--- config.mk ---
export PLATFORM = sky130hd
export DESIGN_NAME = elevator_ctrl_n
export DESIGN_NICKNAME = d
export VERILOG_FILES = /design/src/rtl/elevator_ctrl_n.sv
export SDC_FILE = /design/constraint.sdc
export NUM_CORES = 1
export LEC_CHECK = 0
export CAP_MARGIN = 20
export CORE_MARGIN = 2
export CORE_UTILIZATION = 25
export DETAILED_ROUTE_END_ITERATION = 8
export RECOVER_POWER = 50
export SYNTH_ARGS = -nofsm -noshare
export SYNTH_HDL_FRONTEND = slang
export SYNTH_SLANG_ARGS = --single-unit
--- constraint.sdc ---
create_clock -name clk -period 3.8 [get_ports clk]
set_clock_uncertainty 0.15 [all_clocks]
set_input_delay 0.38 -clock clk [delete_from_list [all_inputs] [get_ports clk]]
set_output_delay 0.38 -clock clk [all_outputs]
set_load 0.02 [all_outputs]
--- src/rtl/elevator_ctrl_n.sv ---
// -----------------------------------------------------------------------------
// elevator_ctrl_n
// Single-car scan (elevator-algorithm) controller with fire recall.
//
// Ports
//   clk              rising-edge clock
//   rst              synchronous active-high reset
//   req              floor-call pulses, bit i = floor i (floor 0 = ground)
//   overload         cabin overloaded; holds the door open while in DOOR
//   firealarm        fire alarm level; triggers recall to floor 0
//   person_detected  doorway obstruction; holds the door open while in DOOR
//   cur_floor        current floor index
//   bcd_floor        cur_floor mod 10 as a BCD digit
//   seg              active-high {g,f,e,d,c,b,a} hex glyph of cur_floor
//   dir_up           scan direction, 1 = up
//   moving           cabin travelling between floors
//   door_open        door open
//   door_closed      always ~door_open
//   pending          latched outstanding calls
//   fire_mode        fire recall active
// -----------------------------------------------------------------------------
module elevator_ctrl_n #(
  parameter int N_FLOORS      = 8,
  parameter int FLOOR_W       = 4,
  parameter int TRAVEL_CYCLES = 4,
  parameter int DOOR_CYCLES   = 6
) (
  input  logic                clk,
  input  logic                rst,
  input  logic [N_FLOORS-1:0] req,
  input  logic                overload,
  input  logic                firealarm,
  input  logic                person_detected,
  output logic [FLOOR_W-1:0]  cur_floor,
  output logic [3:0]          bcd_floor,
  output logic [6:0]          seg,
  output logic                dir_up,
  output logic                moving,
  output logic                door_open,
  output logic                door_closed,
  output logic [N_FLOORS-1:0] pending,
  output logic                fire_mode
);

  localparam int TCW = (TRAVEL_CYCLES > 1) ? $clog2(TRAVEL_CYCLES) : 1;
  localparam int DCW = (DOOR_CYCLES > 1) ? $clog2(DOOR_CYCLES) : 1;
  localparam logic [TCW-1:0]     TRAVEL_LAST = TCW'(TRAVEL_CYCLES - 1);
  localparam logic [DCW-1:0]     DOOR_LAST   = DCW'(DOOR_CYCLES - 1);
  localparam logic [FLOOR_W-1:0] TOP_FLOOR   = FLOOR_W'(N_FLOORS - 1);

  typedef enum logic [2:0] {
    S_IDLE,
    S_MOVE,
    S_DOOR,
    S_FIRE_MOVE,
    S_FIRE_HOLD
  } state_t;

  state_t              state_q, state_d;
  logic [FLOOR_W-1:0]  cur_floor_q, cur_floor_d;
  logic                dir_up_q, dir_up_d;
  logic [N_FLOORS-1:0] pending_q, pending_d;
  logic [TCW-1:0]      travel_cnt_q, travel_cnt_d;
  logic [DCW-1:0]      door_cnt_q, door_cnt_d;
  logic                fire_mode_q, fire_mode_d;
  // Direction of a floor step that was already under way when the fire
  // alarm arrived; the recall finishes that step before heading down.
  logic                finish_up_q, finish_up_d;

  logic [N_FLOORS-1:0] pend_eff;
  logic                step_done;
  logic                step_up;
  logic [FLOOR_W-1:0]  next_floor;
  logic                above_cur, below_cur, above_next, below_next;

  function automatic logic any_above(input logic [N_FLOORS-1:0] p,
                                     input logic [FLOOR_W-1:0]  f);
    logic r;
    r = 1'b0;
    for (int i = 0; i < N_FLOORS; i++) begin
      if ((i > int'(f)) && p[i]) r = 1'b1;
    end
    return r;
  endfunction

  function automatic logic any_below(input logic [N_FLOORS-1:0] p,
                                     input logic [FLOOR_W-1:0]  f);
    logic r;
    r = 1'b0;
    for (int i = 0; i < N_FLOORS; i++) begin
      if ((i < int'(f)) && p[i]) r = 1'b1;
    end
    return r;
  endfunction

  always_comb begin
    state_d      = state_q;
    cur_floor_d  = cur_floor_q;
    dir_up_d     = dir_up_q;
    pending_d    = pending_q;
    travel_cnt_d = travel_cnt_q;
    door_cnt_d   = door_cnt_q;
    fire_mode_d  = fire_mode_q;
    finish_up_d  = finish_up_q;

    // Calls arriving this cycle take part in this cycle's decisions.
    pend_eff  = pending_q | req;
    step_done = (travel_cnt_q == TRAVEL_LAST);
    step_up   = (state_q == S_FIRE_MOVE) ? finish_up_q : dir_up_q;
    // Steps saturate at the shaft ends.
    if (step_up) begin
      next_floor = (cur_floor_q == TOP_FLOOR) ? cur_floor_q : cur_floor_q + FLOOR_W'(1);
    end else begin
      next_floor = (cur_floor_q == '0) ? cur_floor_q : cur_floor_q - FLOOR_W'(1);
    end
    above_cur  = any_above(pend_eff, cur_floor_q);
    below_cur  = any_below(pend_eff, cur_floor_q);
    above_next = any_above(pend_eff, next_floor);
    below_next = any_below(pend_eff, next_floor);

    case (state_q)
      S_IDLE: begin
        pending_d = pend_eff;
        if (firealarm) begin
          pending_d    = '0;
          fire_mode_d  = 1'b1;
          dir_up_d     = 1'b0;
          travel_cnt_d = '0;
          finish_up_d  = 1'b0;
          state_d      = (cur_floor_q == '0) ? S_FIRE_HOLD : S_FIRE_MOVE;
        end else if (pend_eff[cur_floor_q]) begin
          state_d                = S_DOOR;
          pending_d[cur_floor_q] = 1'b0;
          door_cnt_d             = '0;
        end else if (above_cur && (dir_up_q || !below_cur)) begin
          state_d      = S_MOVE;
          dir_up_d     = 1'b1;
          travel_cnt_d = '0;
        end else if (below_cur) begin
          state_d      = S_MOVE;
          dir_up_d     = 1'b0;
          travel_cnt_d = '0;
        end
      end

      S_MOVE: begin
        pending_d    = pend_eff;
        travel_cnt_d = step_done ? '0 : travel_cnt_q + TCW'(1);
        if (step_done) cur_floor_d = next_floor;
        if (firealarm) begin
          // The travel counter keeps running so the current step completes.
          pending_d   = '0;
          fire_mode_d = 1'b1;
          dir_up_d    = 1'b0;
          if (step_done) begin
            finish_up_d = 1'b0;
            state_d     = (next_floor == '0) ? S_FIRE_HOLD : S_FIRE_MOVE;
          end else begin
            finish_up_d = dir_up_q;
            state_d     = S_FIRE_MOVE;
          end
        end else if (step_done) begin
          if (pend_eff[next_floor]) begin
            state_d               = S_DOOR;
            pending_d[next_floor] = 1'b0;
            door_cnt_d            = '0;
          end else if (dir_up_q ? above_next : below_next) begin
            state_d = S_MOVE;
          end else if (dir_up_q ? below_next : above_next) begin
            dir_up_d = ~dir_up_q;
          end else begin
            state_d = S_IDLE;
          end
        end
      end

      S_DOOR: begin
        pending_d = pend_eff;
        if (firealarm) begin
          pending_d    = '0;
          fire_mode_d  = 1'b1;
          dir_up_d     = 1'b0;
          door_cnt_d   = '0;
          travel_cnt_d = '0;
          finish_up_d  = 1'b0;
          state_d      = (cur_floor_q == '0) ? S_FIRE_HOLD : S_FIRE_MOVE;
        end else if (person_detected || overload) begin
          door_cnt_d = '0;
        end else if (door_cnt_q == DOOR_LAST) begin
          door_cnt_d = '0;
          state_d    = S_IDLE;
        end else begin
          door_cnt_d = door_cnt_q + DCW'(1);
        end
      end

      S_FIRE_MOVE: begin
        // Calls are ignored and the recall continues even if the alarm clears.
        pending_d = '0;
        if (!finish_up_q && (cur_floor_q == '0)) begin
          travel_cnt_d = '0;
          state_d      = S_FIRE_HOLD;
        end else begin
          travel_cnt_d = step_done ? '0 : travel_cnt_q + TCW'(1);
          if (step_done) begin
            cur_floor_d = next_floor;
            finish_up_d = 1'b0;
            if (!finish_up_q && (next_floor == '0)) state_d = S_FIRE_HOLD;
          end
        end
      end

      S_FIRE_HOLD: begin
        pending_d = '0;
        if (!firealarm) begin
          state_d     = S_DOOR;
          door_cnt_d  = '0;
          fire_mode_d = 1'b0;
        end
      end

      default: state_d = S_IDLE;
    endcase
  end

  always_ff @(posedge clk) begin
    if (rst) begin
      state_q      <= S_IDLE;
      cur_floor_q  <= '0;
      dir_up_q     <= 1'b1;
      pending_q    <= '0;
      travel_cnt_q <= '0;
      door_cnt_q   <= '0;
      fire_mode_q  <= 1'b0;
      finish_up_q  <= 1'b0;
    end else begin
      state_q      <= state_d;
      cur_floor_q  <= cur_floor_d;
      dir_up_q     <= dir_up_d;
      pending_q    <= pending_d;
      travel_cnt_q <= travel_cnt_d;
      door_cnt_q   <= door_cnt_d;
      fire_mode_q  <= fire_mode_d;
      finish_up_q  <= finish_up_d;
    end
  end

  // Display decode from the floor register.
  logic [3:0] floor4;
  assign floor4 = 4'(cur_floor_q);

  always_comb begin
    seg = 7'b0111111;
    case (floor4)
      4'h0: seg = 7'b0111111;
      4'h1: seg = 7'b0000110;
      4'h2: seg = 7'b1011011;
      4'h3: seg = 7'b1001111;
      4'h4: seg = 7'b1100110;
      4'h5: seg = 7'b1101101;
      4'h6: seg = 7'b1111101;
      4'h7: seg = 7'b0000111;
      4'h8: seg = 7'b1111111;
      4'h9: seg = 7'b1101111;
      4'hA: seg = 7'b1110111;
      4'hB: seg = 7'b1111100;
      4'hC: seg = 7'b0111001;
      4'hD: seg = 7'b1011110;
      4'hE: seg = 7'b1111001;
      4'hF: seg = 7'b1110001;
      default: seg = 7'b0111111;
    endcase
  end

  assign bcd_floor   = (floor4 >= 4'd10) ? floor4 - 4'd10 : floor4;
  assign cur_floor   = cur_floor_q;
  assign dir_up      = dir_up_q;
  assign moving      = (state_q == S_MOVE) || (state_q == S_FIRE_MOVE);
  assign door_open   = (state_q == S_DOOR) || (state_q == S_FIRE_HOLD);
  assign door_closed = ~door_open;
  assign pending     = pending_q;
  assign fire_mode   = fire_mode_q;

endmodule

# Yosys cells after proc, flatten, opt, wreduce, memory -nomap -nowiden
# Memories as Yosys holds them, arrays and structs flattened. A register that Yosys moved wholly into a read port is not among the register bits.
# Index checks and enable logic that the tools add are counted.
# word_totals
mem_bits_ro	112
memories	1
out_inout_bits	28
regBits	23
elab_cells	262
# mem_list
memory	words	width	rd	rd_clocked_by_memory_dff	write_ports	line_no	text
(name not given)	16	7	1	1	0	254	case (floor4)
# classes
eq_ne	31
n_mux	114
n_bitwise	7
add_sub_neg	5
reduce_logical	61
order_cmp	35
# ops
op	count
$mux W3	28
$mux W1	53
$mux W8	6
$logic_and A1 B1 Y1	35
$gt A3 B4 Y1 const A	8
$lt A3 B4 Y1 const A	8
$mux W4	8
$pmux W8 S4	1
$ne A3 B3 Y1 const B	9
$ne A2 B2 Y1 const B	10
$and A8 B8 Y8	2
$gt A2 B4 Y1 const A	4
$lt A1 B4 Y1 const A	4
$lt A2 B4 Y1 const A	4
$not A8 Y8	2
$reduce_and A8 Y1	2
$pmux W3 S5	1
$mux W2	7
$pmux W3 S4	1
$reduce_bool A4 Y1	3
$ne A5 B5 Y1 const B	2
$ge A4 B1 Y1 const B	2
$gt A1 B4 Y1 const A	2
$logic_not A4 Y1	2
34 further kinds	49

# Depth between registers and ports, before layout
# Gate-level depths: netlist of run 1.
# depth
ltp_word	20
depth_mapped	15
depth_no_buf	13

# Least setup slack after synthesis of run 1
# Ideal clock, no wire load.
# synth_timing
path_kind	reg-to-reg
from	reg cur_floor_q[1], in the netlist cur_floor[1]
to	reg state_q[0]
slack_ns	-0.077
arrival_ns	3.646
setup_time_ns	0.081
path_stages_with_launch	14
period_less_slack_ns	3.877
n_path_buf	1
path_cell_list	dfxtp_1 clkbuf_1 inv_1 ha_1 or3b_1 a211oi_2 o221a_2 a21oi_2 a2111oi_4 a2111oi_1 or4_1 and2_1 or3_1 a41oi_1
# synth_between
elab_chain_len	19
# synth_rtl
element	line_no	text
start, declared	60	logic [FLOOR_W-1:0] cur_floor_q, cur_floor_d;
start signal, assigned	238	cur_floor_q <= cur_floor_d;
$sub A4 B1 Y4 (tied with other cells)	114	next_floor = (cur_floor_q == '0) ? cur_floor_q : cur_floor_q - FLOOR_W'(1);
$mux W4 (on tied branches)	114, 112	
$mux W4	111	if (step_up) begin
$lt A1 B4 Y1	91	if ((i < int'(f)) && p[i]) r = 1'b1;
$logic_and A1 B1 Y1	91	
$mux W1 (8 in a row)	91	
$mux W1	167	end else if (dir_up_q ? above_next : below_next) begin
$mux W3	167	
$mux W3	163	if (pend_eff[next_floor]) begin
$mux W3	162	end else if (step_done) begin
$mux W3	150	if (firealarm) begin
$pmux W3 S5	121	case (state_q)
end signal, assigned	237	state_q <= state_d;
end, declared	59	state_t state_q, state_d;
# Parallel ways exist; a longest one is shown, timed or not. The select of a mux whose other input is x is not followed.
# A chain may end at the register's enable or synchronous reset.

# Worst setup path after layout of run 1
# layout_timing
from	reg cur_floor_q[2], in the netlist cur_floor[2]
to	reg state_q[0]
# The elaborated chain is that of the path after synthesis.

==> results of run 1 <==
[metal layers]
layer | global-route usage | up-vias
met3 | 0.0229 | 48
met2 | 0.259 | 185
met4 | 0.0840 | 0
met1 | 0.218 | 1591
li1 | - | 1582
met5 | 0 | -
[sequential cells by signal, summed over array words and instances (netlist names), 2 cells and up]
signal and flops:
cur_floor 4, seg 7, pending 8, travel_cnt_q 2, state_q 3, door_cnt_q 3
[worst max-delay path: cells and delay by family (launching register included)]
kind	cells	cell delay (ns)
adder cells (fa/ha/maj)	1	0.25
buffers and inverters	1	0.23
flip-flops	1	0.47
AND/OR/NAND/NOR	5	1.51
AO/OA/AOI/OAI	4	0.90
[cells in the final DEF, fill, tap and decap left out, types with 2 or more instances in the layout]
master,Yosys,layout
clkdlybuf4s50_1,0,16
dlygate4sd3_1,0,24
mux4_2,3,3
mux2i_1,6,5
mux2_2,4,4
ha_1,18,17
o2111ai_1,2,2
o211ai_1,3,3
and2_1,5,4
nand2_1,42,42
dfxtp_1,30,28
a21boi_0,2,2
o311ai_0,2,2
a21oi_1,28,27
a221oi_1,3,3
o21ai_0,22,22
o31ai_1,3,3
nand4_1,2,2
nor3_1,12,12
nor2_1,49,49
a211oi_1,17,17
a211oi_2,2,2
dfxtp_2,0,2
nand2b_1,4,4
a22oi_1,7,7
nand3_1,12,12
a21o_1,5,5
o221a_2,3,3
a22o_1,7,7
a21oi_2,2,3
a211o_1,3,3
or3_1,3,3
clkbuf_16,0,5
buf_4,1,39
o32ai_1,3,3
o21ai_1,3,3
inv_1,21,20
a31oi_1,6,6
or2_2,5,5
o221ai_1,4,4
[per-stage QoR]
stage               hold WS, ns  setup WS (ns)  cell area, um2
CTS                       0.339         0.0828            3770
finish                    0.326          0.220            3830
floorplan                 0.304         0.0282            2880
detailed placement        0.326          0.119            3620
global route              0.355      -0.000624            3830
global placement          0.313          0.239            3620
[what timing repair did]
action / 4_1_cts / 5_1_grt
setup endpoints to repair: 0 / 4
gates resized for setup: 0 / 8
buffers inserted: 0 / 5
[cell type report]
class                   instances  share of cell area
inverters                      22              0.0215
clock buffers                   6              0.0362
multi-input cells             317               0.554
flip-flops and latches         30               0.157
clock inverters                 2             0.00326
well taps                     143              0.0467
repair buffers                 79               0.181
[final timing paths]
path | to | from | cells past startpoint | slack, ns
min reg2reg | pending[7] | pending[7] | 1 | 0.33
max | state_q[0] | cur_floor[2] | 11 | 0.22
max reg2reg | state_q[0] | cur_floor[2] | 11 | 0.22
min | pending[7] | pending[7] | 1 | 0.33
[kinds of logic after synthesis]
| kind of cell | count (synthesis) |
|---|---|
| AND/OR/NAND/NOR | 145 |
| AO/OA/AOI/OAI | 140 |
| buffers and inverters | 44 |
| flip-flops | 30 |
| adder cells (fa/ha/maj) | 18 |
| multiplexers | 13 |
| XOR/XNOR | 1 |
[power by group through the flow]
stage	Clock [uW]	Combinational [uW]	Sequential (uW)
2_1_floorplan	0	548	409
3_3_place_gp	0	861	406
3_5_place_dp	0	860	408
4_1_cts	425	864	402
5_1_grt	438	973	408
6_report	420	898	403
==> results.cfg, run 1 <==
[outcome]
outcome = finished, final reports clean

[clock_tree]
clkSinkCount = 30
clk_pin_slew_worst_paths_ns = 0.05
ctsRootBufferMaster = clkbuf_16
cts_buffers = 5
cts_buffer_depth = 2
clk_latency_ns = 0.29
cts_hold_buf = 0
htreeDepth = 2
cts_tree = yes

[floorplan]
dieWidth_um = 111
rows = 39
start_util = 0.254
ios = 41
die_y_um = 111
die_area_um2 = 12400
coreArea_um2 = 11300

[final_layout]
drive_gt1_frac = 0.175
diodes = 0
ff_latch_area_um2 = 603
layout.nets = 486
final_core_util = 0.339
fillers = 1205
multi_input_area_um2 = 2120
fin_cells = 599
area_growth_pct = 33.1

[pwr]
powerDensity_nw_per_um2 = 449
intPower_uw = 981
p_switching_uw = 740
fin_total_pwr_uw = 1720
switching_share = 0.430
clockPowerShare = 0.244
vdd_drop_max_uv = 275
combPwrFrac = 0.522
p_leak_uw = 0.00155
p_seq_frac = 0.234

[routing]
highest_layer = met4
dr_wl_met3_um = 753
dr_wl_met2_mm = 4.70
firstDrtPassIters = 5
antenna_left = 0
viasPerCell = 5.69
wire_per_inst_um = 17.3
vias = 3406
route.detailed.drc = 0
wirelength_mm = 10.4
drtIter0Drc = 269
met1_length_mm = 4.45

[global_routing]
grt_max_degree = 21
grt_pass1_vias = 3202
antenna_found_initial = 0
grt-ovfl-total = 0
grt_use_total = 0.164
grt_pass1_wl_mm = 16.6

[yosys]
syn_area_um2 = 2880
async_reset_ff_frac = 0
ys_top_cells_by_area = dfxtp_1 21%, ha_1 7.8%, nor2_1 6.4%
syn_inst = 391
synth_xor_area_frac = 0.00304
synth-edff-count = 0
synthFlopType = dfxtp_1
synth-seq-cells = 30
synthAdderAreaFrac = 0.0782
synthMuxAreaShare = 0.0599
synth_top_area_cell = dfxtp_1
synth_top_family_by_area = compound AO/OA/AOI/OAI gates
ys_top_cells_by_count = 49 x nor2_1, 42 x nand2_1, 30 x dfxtp_1, 28 x a21oi_1, 22 x o21ai_0
synth-seq-area-share = 0.209
synth_area_per_cell_um2 = 7.37
yosysMostFrequentCell = nor2_1
synth_compound_area_frac = 0.351
synth_top_cell_area_share = 0.209
ys_warn_count = 0
synth_simple_gate_area_share = 0.238
syn-num-nets = 422
synth_cell_types = 64

[worst_setup_path]
critPathKind = flip-flop to flip-flop
crit_fanout = 7
critPathLaunchType = flip-flop
critPathRequiredTime_ns = 3.85
cpPeakStageDelay_ns = 0.53
crit_arrival_ns = 3.63
slowest_stage = or4_4
crit_chain = ha_1, nand3b_1, buf_4, a311oi_2, nor2_1, a2111oi_4, a2111oi_2, or4_4, and2_1, or3_1, a41oi_1
crit_path_end_kind = flip-flop

[place]
dpl.hpwl_mm = 7.82
port_buffers = 40
gp_congestion = 1.03
placed_cells = 586

[flow_run]
maxCapViolCount = 0

[sta]
fin_crit_sh = 0.942
timing.final.hold_violations = 0
setup_violations = 0
maxSlewHeadroom = 0.391
drv_slew = 0
tightest_slew_ns = 0.910
post-route-min-period_ns = 3.58
fin_setup_tns_ns = 0
fmax_mhz = 279

[hold_path]
hp-class = flip-flop to flip-flop
No activity file was read; power rests on OpenSTA's default activity.
==> run 2: changes to the inputs <==
--- a/config.mk
+++ b/config.mk
@@ -6,6 +6,7 @@
 export NUM_CORES = 1
 export LEC_CHECK = 0
 export CAP_MARGIN = 20
+export CORE_ASPECT_RATIO = 0.6
 export CORE_MARGIN = 2
 export CORE_UTILIZATION = 25
 export DETAILED_ROUTE_END_ITERATION = 8
==> run 2 against run 1 <==
  * Clock power grew 2%
  * Count of clock-buffer cells in the layout is the same
  * Combinational power grew 2%
  * Non-clock buffer count shrank 5
  * Final cell count shrank 0.67%
  * Register-to-register slack lost 0.12 ns
  * Setup slack lost 0.12 ns
  * Via count grew 1.4%
  * First-iteration DRC count grew 46%
  * Global-route usage grew 0.87 points
  * Largest cell class unchanged
==> results.cfg, run 2 (same netlist as run 1, synthesis figures left out) <==
[final_layout]
diodes = 0
layout.nets = 481
final_cell_mix = 48 x nor2_1, 42 x nand2_1, 34 x buf_4
drive_gt1_frac = 0.164
fin_cells = 595
layout_commonest_cell = nor2_1
area_growth_pct = 32.3
largest_register_ffs = 8

[pwr]
p_leak_uw = 0.00153
switching_share = 0.443
vdd_drop_max_uv = 160
combPwrFrac = 0.521
powerDensity_nw_per_um2 = 460
intPower_uw = 976
p_switching_uw = 776
clockPowerShare = 0.244
p_seq_frac = 0.235

[worst_setup_path]
critPathKind = flip-flop to flip-flop
crit_arrival_ns = 3.76
crit_path_end_kind = flip-flop
critPathLaunchType = flip-flop
path_buf_inv = 1
crit_fanout = 6
slowest_stage = or4_1
critPathRequiredTime_ns = 3.86
crit_chain = inv_2, ha_2, or3b_4, a211oi_4, o221a_4, o311ai_0, a221oi_1, a2111oi_2, or4_1, and2_1, or3_1, a41oi_1
critical-path-top-delay-family = simple AND/OR/NAND/NOR gates
cpPeakStageDelay_ns = 0.53

[clock_tree]
htreeDepth = 2
clk_pin_slew_worst_paths_ns = 0.06
cts_tree = yes
cts_buffers = 5
ctsRootBufferMaster = clkbuf_16
clk_latency_ns = 0.29
cts_buffer_depth = 2
clkSinkCount = 30

[floorplan]
ios = 41
coreArea_um2 = 11300
die_y_um = 87.1
die_area_um2 = 12400
rows = 30
dieWidth_um = 143
start_util = 0.256

[sta]
drv_slew = 0
post-route-min-period_ns = 3.70
timing.final.hold_violations = 0
maxSlewHeadroom = 0.477
setup_violations = 0
fin_setup_tns_ns = 0
fin_crit_sh = 0.974
tightest_slew_ns = 0.781
fmax_mhz = 270

[routing]
firstDrtPassIters = 5
wirelength_mm = 10.9
antenna_left = 0
viasPerCell = 5.80
route.detailed.drc = 0
vias = 3452
drtIter0Drc = 394
wire_per_inst_um = 18.4

[flow_run]
maxCapViolCount = 0

[outcome]
outcome = finished, final reports clean

[global_routing]
antenna_found_initial = 0
grt_pass1_vias = 3148
grt_pass1_wl_mm = 16.7
globalRoute.busiestLayer = met1
grt_util_met1 = 0.254
met3_usage = 0.0693
gr-usage-met2 = 0.232
grt_use_total = 0.172
grt-ovfl-total = 0
grt_max_degree = 15

[place]
gp_congestion = 1.02
placed_cells = 586
dpl.hpwl_mm = 8.23
port_buffers = 40

[hold_path]
hp-class = flip-flop to flip-flop
## run 2: final timing paths
kind / depth (start not counted) / endpoint / from / slack [ns]
worst max-delay path: 12 / state_q[0] / cur_floor[1] / 0.1
worst min register to register: 2 / travel_cnt_q[1] / travel_cnt_q[1] / 0.34
worst max register to register: 12 / state_q[0] / cur_floor[1] / 0.1
worst min-delay path: 2 / travel_cnt_q[1] / travel_cnt_q[1] / 0.34
## run 2: final cells by class
| class | instances | area, um2 |
|---|---|---|
| clock buffers | 6 | 139 |
| multi-input cells | 317 | 2140 |
| flip-flops and latches | 30 | 602 |
| inverters | 22 | 82.6 |
| fillers | 1187 | 7450 |
| clock inverters | 2 | 12.5 |
| repair buffers | 74 | 656 |
| well taps | 144 | 180 |
## run 2: tightest hold or removal path, delay by kind of cell (launching register included)
kind / cells / cell delay (ns)
and+or+nand+nor: 1 / 0.07
DFF: 1 / 0.31
AOI/OAI and AO/OA: 1 / 0.06
## run 2: what timing repair did
item,in CTS,in global routing
buffers inserted,0,1
hold buffers,0,0
gates resized for setup,0,9
setup endpoints to repair,0,2
## run 2: power by group through the flow
stage                     logic (uW)  clock network (uW)  registers [uW]
final                            913                 427             411
after global routing             970                 447             417
after CTS                        869                 434             408
after detailed placement         864                   0             413
after global placement           867                   0             412
after floorplan                  548                   0             409
## run 2: per-stage QoR
stage	power (uW)	util	instance area [um2]	hold slack [ns]	worst slack [ns]
after floorplan	957	-	2880	0.304	0.0282
after global placement	1280	0.321	3610	0.314	0.219
after global routing	1830	0.338	3810	0.372	-0.0476
after detailed placement	1280	0.321	3610	0.338	0.0933
final	1750	0.338	3810	0.344	0.0991
after CTS	1710	0.334	3770	0.345	0.0877
## run 2: metal layers
metal	wire length (um)	part of all wire	vias up
met5	0	0	-
met1	5200	0.48	1647
met3	1400	0.13	11
met2	4240	0.39	222
met4	92	0.0084	0
li1	-	-	1572
